<file path="src/rtl/el2_ifu_pkg.sv">
// Shared IFU definitions: fetch-buffer geometry defaults and the buffered entry layout.
package el2_ifu_pkg;

  localparam int unsigned FB_DEPTH_DEF = 4;
  localparam int unsigned FB_DW_DEF    = 32;

  typedef struct packed {
    logic [FB_DW_DEF-1:0] data;
    logic [30:0]          pc;
    logic                 fault;
  } fb_entry_t;

endpackage

</file>
<file path="src/rtl/el2_ifu_fb_entry.sv">
// One fetch-buffer slot: enabled flop with no reset, contents only change on write select.
module el2_ifu_fb_entry
  import el2_ifu_pkg::*;
#(
  parameter type entry_t = fb_entry_t
) (
  input  logic   clk,
  input  logic   en,
  input  entry_t din,
  output entry_t dout
);

  always_ff @(posedge clk) begin
    if (en) dout <= din;
  end

endmodule

</file>
<file path="src/rtl/el2_ifu_fb_ctl.sv">
// IFU fetch buffer: circular FIFO between fetch return and the aligner, up to 2 reads per cycle.
module el2_ifu_fb_ctl
  import el2_ifu_pkg::*;
#(
  parameter int unsigned FB_DEPTH = FB_DEPTH_DEF,
  parameter int unsigned FB_DW    = FB_DW_DEF
) (
  input  logic             clk,
  input  logic             rst,
  input  logic             flush,
  input  logic             wr_valid,
  input  logic [FB_DW-1:0] wr_data,
  input  logic [30:0]      wr_pc,
  input  logic             wr_fault,
  output logic [1:0]       rd_valid,
  output logic [FB_DW-1:0] rd_data0,
  output logic [FB_DW-1:0] rd_data1,
  output logic [30:0]      rd_pc0,
  output logic [30:0]      rd_pc1,
  output logic [1:0]       rd_fault,
  input  logic [1:0]       aln_consume,
  output logic             ifu_fb_consume1,
  output logic             ifu_fb_consume2,
  output logic             fb_full,
  output logic             fb_empty,
  output logic             fb_overflow
);

  localparam int unsigned PW = $clog2(FB_DEPTH);
  localparam int unsigned CW = PW + 1;

  // Same layout as fb_entry_t, resized to this instance's data width.
  typedef struct packed {
    logic [FB_DW-1:0] data;
    logic [30:0]      pc;
    logic             fault;
  } entry_t;

  logic [PW-1:0] wr_ptr, rd_ptr, rd_ptr1;
  logic [CW-1:0] count, count_nxt;
  logic [1:0]    req_consume, eff_consume;
  logic          room, wr_try, wr_en;
  entry_t        wr_entry;
  entry_t        entry_q [FB_DEPTH];

  always_comb begin
    req_consume = (aln_consume == 2'd3) ? 2'd2 : aln_consume;
    eff_consume = req_consume;
    if (count < CW'(req_consume)) eff_consume = count[1:0];
  end

  // Room is judged after this cycle's retirement, so a full buffer still accepts
  // a write when the aligner drains at least one entry in the same cycle.
  assign room      = (count - CW'(eff_consume)) < CW'(FB_DEPTH);
  assign wr_try    = wr_valid & ~flush & ~rst;
  assign wr_en     = wr_try & room;
  assign count_nxt = count + CW'(wr_en) - CW'(eff_consume);

  assign ifu_fb_consume1 = (eff_consume == 2'd1) & ~flush & ~rst;
  assign ifu_fb_consume2 = (eff_consume == 2'd2) & ~flush & ~rst;

  always_ff @(posedge clk) begin
    if (rst) begin
      count       <= '0;
      wr_ptr      <= '0;
      rd_ptr      <= '0;
      fb_full     <= 1'b0;
      fb_empty    <= 1'b1;
      fb_overflow <= 1'b0;
    end else if (flush) begin
      count    <= '0;
      wr_ptr   <= '0;
      rd_ptr   <= '0;
      fb_full  <= 1'b0;
      fb_empty <= 1'b1;
    end else begin
      count    <= count_nxt;
      rd_ptr   <= rd_ptr + PW'(eff_consume);
      fb_full  <= (count_nxt == CW'(FB_DEPTH));
      fb_empty <= (count_nxt == '0);
      if (wr_en) wr_ptr <= wr_ptr + PW'(1);
      if (wr_try && !room) fb_overflow <= 1'b1;
    end
  end

  assign wr_entry = '{data: wr_data, pc: wr_pc, fault: wr_fault};

  for (genvar i = 0; i < FB_DEPTH; i++) begin : g_entry
    el2_ifu_fb_entry #(
      .entry_t(entry_t)
    ) u_entry (
      .clk  (clk),
      .en   (wr_en && (wr_ptr == PW'(i))),
      .din  (wr_entry),
      .dout (entry_q[i])
    );
  end

  assign rd_ptr1  = rd_ptr + PW'(1);
  assign rd_valid = {(count >= CW'(2)), (count != '0)};
  assign rd_data0 = entry_q[rd_ptr].data;
  assign rd_data1 = entry_q[rd_ptr1].data;
  assign rd_pc0   = entry_q[rd_ptr].pc;
  assign rd_pc1   = entry_q[rd_ptr1].pc;
  assign rd_fault = {entry_q[rd_ptr1].fault, entry_q[rd_ptr].fault};

endmodule

</file>
<file path="config.mk">
export PLATFORM = sky130hd
export DESIGN_NAME = el2_ifu_fb_ctl
export DESIGN_NICKNAME = d
export VERILOG_FILES = /design/src/rtl/el2_ifu_pkg.sv /design/src/rtl/el2_ifu_fb_entry.sv /design/src/rtl/el2_ifu_fb_ctl.sv
export SDC_FILE = /design/constraint.sdc
export NUM_CORES = 1
export LEC_CHECK = 0
export CAP_MARGIN = 20
export CELL_PAD_IN_SITES_DETAIL_PLACEMENT = 1
export CELL_PAD_IN_SITES_GLOBAL_PLACEMENT = 2
export CORE_MARGIN = 2
export CORE_UTILIZATION = 35
export CTS_CLUSTER_SIZE = 20
export DETAILED_ROUTE_END_ITERATION = 8
export HOLD_SLACK_MARGIN = 0.06
export PLACE_DENSITY = 0.72
export RECOVER_POWER = 50
export SLEW_MARGIN = 25
export SYNTH_ARGS = -nofsm -noshare
export SYNTH_HDL_FRONTEND = slang
export SYNTH_HIERARCHICAL = 1
export SYNTH_SLANG_ARGS = --single-unit
</file>
<file path="constraint.sdc">
create_clock -name clk -period 3.5 [get_ports clk]
set_clock_uncertainty 0.1 [all_clocks]
set_input_delay 0.35 -clock clk [delete_from_list [all_inputs] [get_ports clk]]
set_output_delay 0.35 -clock clk [all_outputs]
set_load 0.05 [all_outputs]
</file>
==> flow_results.org <==
** Floorplanning
- Area inside the core boundary :: 32,290 um^2
- The die is 184.5 um wide.
- DIE AREA :: 34,040 um^2
- The initial utilization of the core area, before any placement, comes to 35.32%.
- 205 I/O pins were placed.
- Row generation in the floorplan step produced 66 rows.
- The floorplan step set the die height to 184.5 um.

** Critical path
- Slack of the worst reg-to-reg path :: 470 ps
- The number of buffers and inverters on the critical path is 2.
- Critical Path Sink Type :: output port
- The worst register-to-register path ends at g_entry[0].u_entry/dout[19].
- Data required time of the worst path :: 3050 ps
- In this run the critical register-to-register path is launched from count[2].
- Delay-heaviest family, CP :: buffers and inverters
- Counting cells, the worst reg-to-reg path comes to 4.
- The setup path with the least slack is of type register to output port.
- Crit path largest cell delay :: 760 ps
- Critical path startpoint category :: register
- For the worst setup path, the data arrival time is 2780 ps.
- Ordered cell list for the critical path :: buf_12, mux4_2, clkdlybuf4s50_1
- Slowest cell on the critical path :: clkdlybuf4s50_1
- In this run the worst path has a maximum fanout of 42.

** Outcome
- The checks that failed: max-capacitance violations, max-slew violations.
- Status :: complete, but fails checks

** Clock network
- The tree is rooted in a clkbuf_16.
- Number of levels in the clock H-tree :: 1
- Clock latency on the worst-skew pair :: 550 ps
- After clock tree synthesis, the clock-pin slew on the worst setup and hold paths is 60 ps.
- TritonCTS clock tree :: yes
- Maximum buffer depth of the clock tree :: 3
- Total CTS buffers :: 29
- Number of buffers added for setup after CTS :: 0
- After clock tree synthesis, the flow added hold-fix buffers numbering 0.
- Counting every sink on the clock net gives 266.
- PostCTS Resize Cnt :: 0

** Global route
- Pin count of the biggest net entering global routing :: 57
- The number of global-route vias before repair was 6,565.
- The first global-routing pass estimated 39,270 um of wire.
- Overflow left after global routing :: 0
- Across every metal layer, demand over resource in global routing totals 15.12%.
- Antenna violations before repair :: 4

** Min path
- Hold Path Depth :: 2
- The path with the worst hold slack has its endpoint at fb_overflow.
- In this run the most critical hold path is launched from wr_valid.
- The tightest min-delay check is of the input pin to register type.

** STA
- Number of hold violations in the final report :: 0
- Setup repair after global routing left no endpoint under its margin.
- Adding up every negative setup slack in the final design gives 0 ps.
- Setup violations remaining at the end of the flow were counted as 0.
- Fin. max-slew vios :: 25
- The worst path needs 3226 ps of the cycle, external delays included.
- Of the available clock period, the critical path in the final layout requires 92.18%.
- At the pin with the least slew margin, the transition time is 1629 ps.
- Worst slew slack as a fraction of its limit :: -8.576%
- Hold timing on the final database bottoms out at a slack of 397.3 ps.
- Top achievable clock speed :: 310.0 MHz

** Power and ir drop
- In this run the static leakage power is 4.592 nW.
- Internal power comes to 5.751 mW.
- In this run switching power makes up 25.81% of total power.
- Of the total power, combinational logic draws 15.5%.
- IR analysis of the VDD net gives a maximum drop of 0.3206 mV.
- Power per unit of standard cell area :: 520.8 nW/um^2
- Relative contribution of the clock network to total power :: 38.5%
- Summed over all nets, the switching power comes to 2.001 mW.
- Per report_power, the sequential group accounts for 46.0% of the total.

** Layout
- Cells with a size suffix above 1 make up 26.08% of the layout.
- For this run, the post-layout net count is 774.
- From synthesis to final layout, the design area changed by 30.50%.

** Place
- Number of port buffers :: 204
- Placed wire-length estimate after detailed placement :: 17,030 um
- Routability-driven placement finished with a final weighted congestion of 0.7339.

** Detailed routing
- Summed over all layers, the routed wires come to 25,830 um.
- Using the TritonRoute via totals, the vias-per-cell ratio works out to 5.087.
- The detail route stage leaves a number of antenna-violating nets equal to 0.
- Vias :: 5,906
- First DRT Iteration DRCs :: 362
- In the routed design, unresolved DRC markers number 0.
- Detailed-router iteration count before antenna repair :: 4
- After detailed routing, the average wire length per cell comes to 22.24 um.

** Synth
- Averaged over all synthesized cells, the footprint is 23.96 um^2.
- Cell count after synthesis :: 476
- For this run, the number of Yosys warnings is 6.
- In this run, synthesis produced a sequential element count of 266.
- The number of nets in the synthesized netlist is 554.
- Sequential fraction of the synthesis area :: 69.16%
- Post-synthesis cell type count :: 28
- Mapped Area :: 11,400 um^2

** Flow run
- # Max-Cap Violations :: 1
cells in the final DEF, fill, tap and decap left out, types with 3 or more instances in the layout:
master and count:
nand2_1 6, dlygate4sd3_1 64, clkbuf_1 7, clkinvlp_4 3, bufinv_16 3, clkbuf_16 29
clkinv_1 4, clkinv_2 5, edfxtp_1 256, buf_12 8, and3_1 4, xnor2_1 4
ha_1 7, inv_1 5, and2_1 4, dfxtp_1 8, clkdlybuf4s50_1 140, nor2_1 6
nor2b_1 3, mux4_2 128, buf_4 6
worst reg2reg max path, delay by kind of cell (launching register included):
kind	cells	cell delay (ps)
buffers and inverters	2	580
AO/OA/AOI/OAI	1	350
AND/OR/NAND/NOR	1	1310
flip-flops	1	390
cell usage after synthesis (all sizes together):
cell type	instances	share of area, %
fa	1	0.18
nor2b	3	0.16
ha	7	0.77
a41o	1	0.088
nor2	6	0.20
clkbuf	1	0.033
and2	4	0.22
and3	4	0.22
edfxtp	256	67
nor4	1	0.055
a21o	1	0.066
a21oi	1	0.044
o311a	1	0.19
xnor2	4	0.31
dfxtp	10	1.8
or3	1	0.055
or2	2	0.11
mux2i	2	0.18
o211a	1	0.088
o21bai	1	0.066
buf	28	2.1
inv	5	0.16
mux4	128	25
nand2	6	0.20
o21ai	1	0.044
logic make-up after synthesis:
family / synth area share [%]
AOI/OAI and AO/OA: 0.5814
xor gates and xnor gates: 0.3072
adders and majority gates: 0.9435
buffers and inverters: 2.337
DFF: 69.16
muxes: 25.45
and+or+nand+nor: 1.218
worst max-delay path by stage:
stage	slack [ps]	cells past startpoint	end	from
final	270	3	rd_data0[4]	rd_ptr[0]
after detailed placement	540	11	fb_full	aln_consume[0]
after global placement	620	11	fb_empty	aln_consume[0]
after floorplan	580	3	g_entry[1].u_entry/dout[0]	rst
after CTS	200	3	rd_data0[4]	rd_ptr[0]
after global routing	160	3	rd_data0[4]	rd_ptr[0]
cell type report:
cell class | instances | area, um^2
tap | 442 | 553.0
timing repair buffer | 218 | 2247
inverter | 5 | 18.77
antenna | 2 | 5.005
clock inverter | 16 | 172.7
clock buffer | 36 | 752.0
fill | 2969 | 17410
sequential | 266 | 7895
multi-input combinational | 176 | 3239
power by group through the flow:
stage	clock [mW]	combinational, mW	sequential (mW)
global route	3.18	1.26	3.57
CTS	3.07	1.23	3.56
global placement	0	1.21	3.63
detailed placement	0	1.23	3.63
floorplan	0	0.812	3.63
finish	2.99	1.20	3.56
per-stage QoR:
step / setup WS (ps) / area (um^2) / utilization, % / std cells / power [mW]
finish: 273.9 / 14880 / 46.09 / 1161 / 7.751
detailed placement: 537.0 / 13980 / 43.31 / 1107 / 4.859
global placement: 624.1 / 13980 / 43.31 / 1107 / 4.836
floorplan: 584.7 / 11400 / - / 476 / 4.444
global route: 156.4 / 14880 / 46.09 / 1160 / 8.010
CTS: 200.0 / 14910 / 46.18 / 1159 / 7.865
per-layer routing:
metal / track usage [%] / vias up / part of all wire [%]
li1: - / 2543 / -
met1: 19.37 / 3138 / 41
met2: 25.95 / 187 / 50
met3: 3.715 / 34 / 6.9
met4: 3.616 / 4 / 2.0
met5: 0 / - / 0.081
sequential cells by signal (all words and copies together) (netlist names):
signal                cells
rd_ptr                    2
fb_overflow               1
g_entry.u_entry/dout    256
count                     3
fb_empty                  1
wr_ptr                    2
fb_full                   1
(Power assumes the default switching activity.)
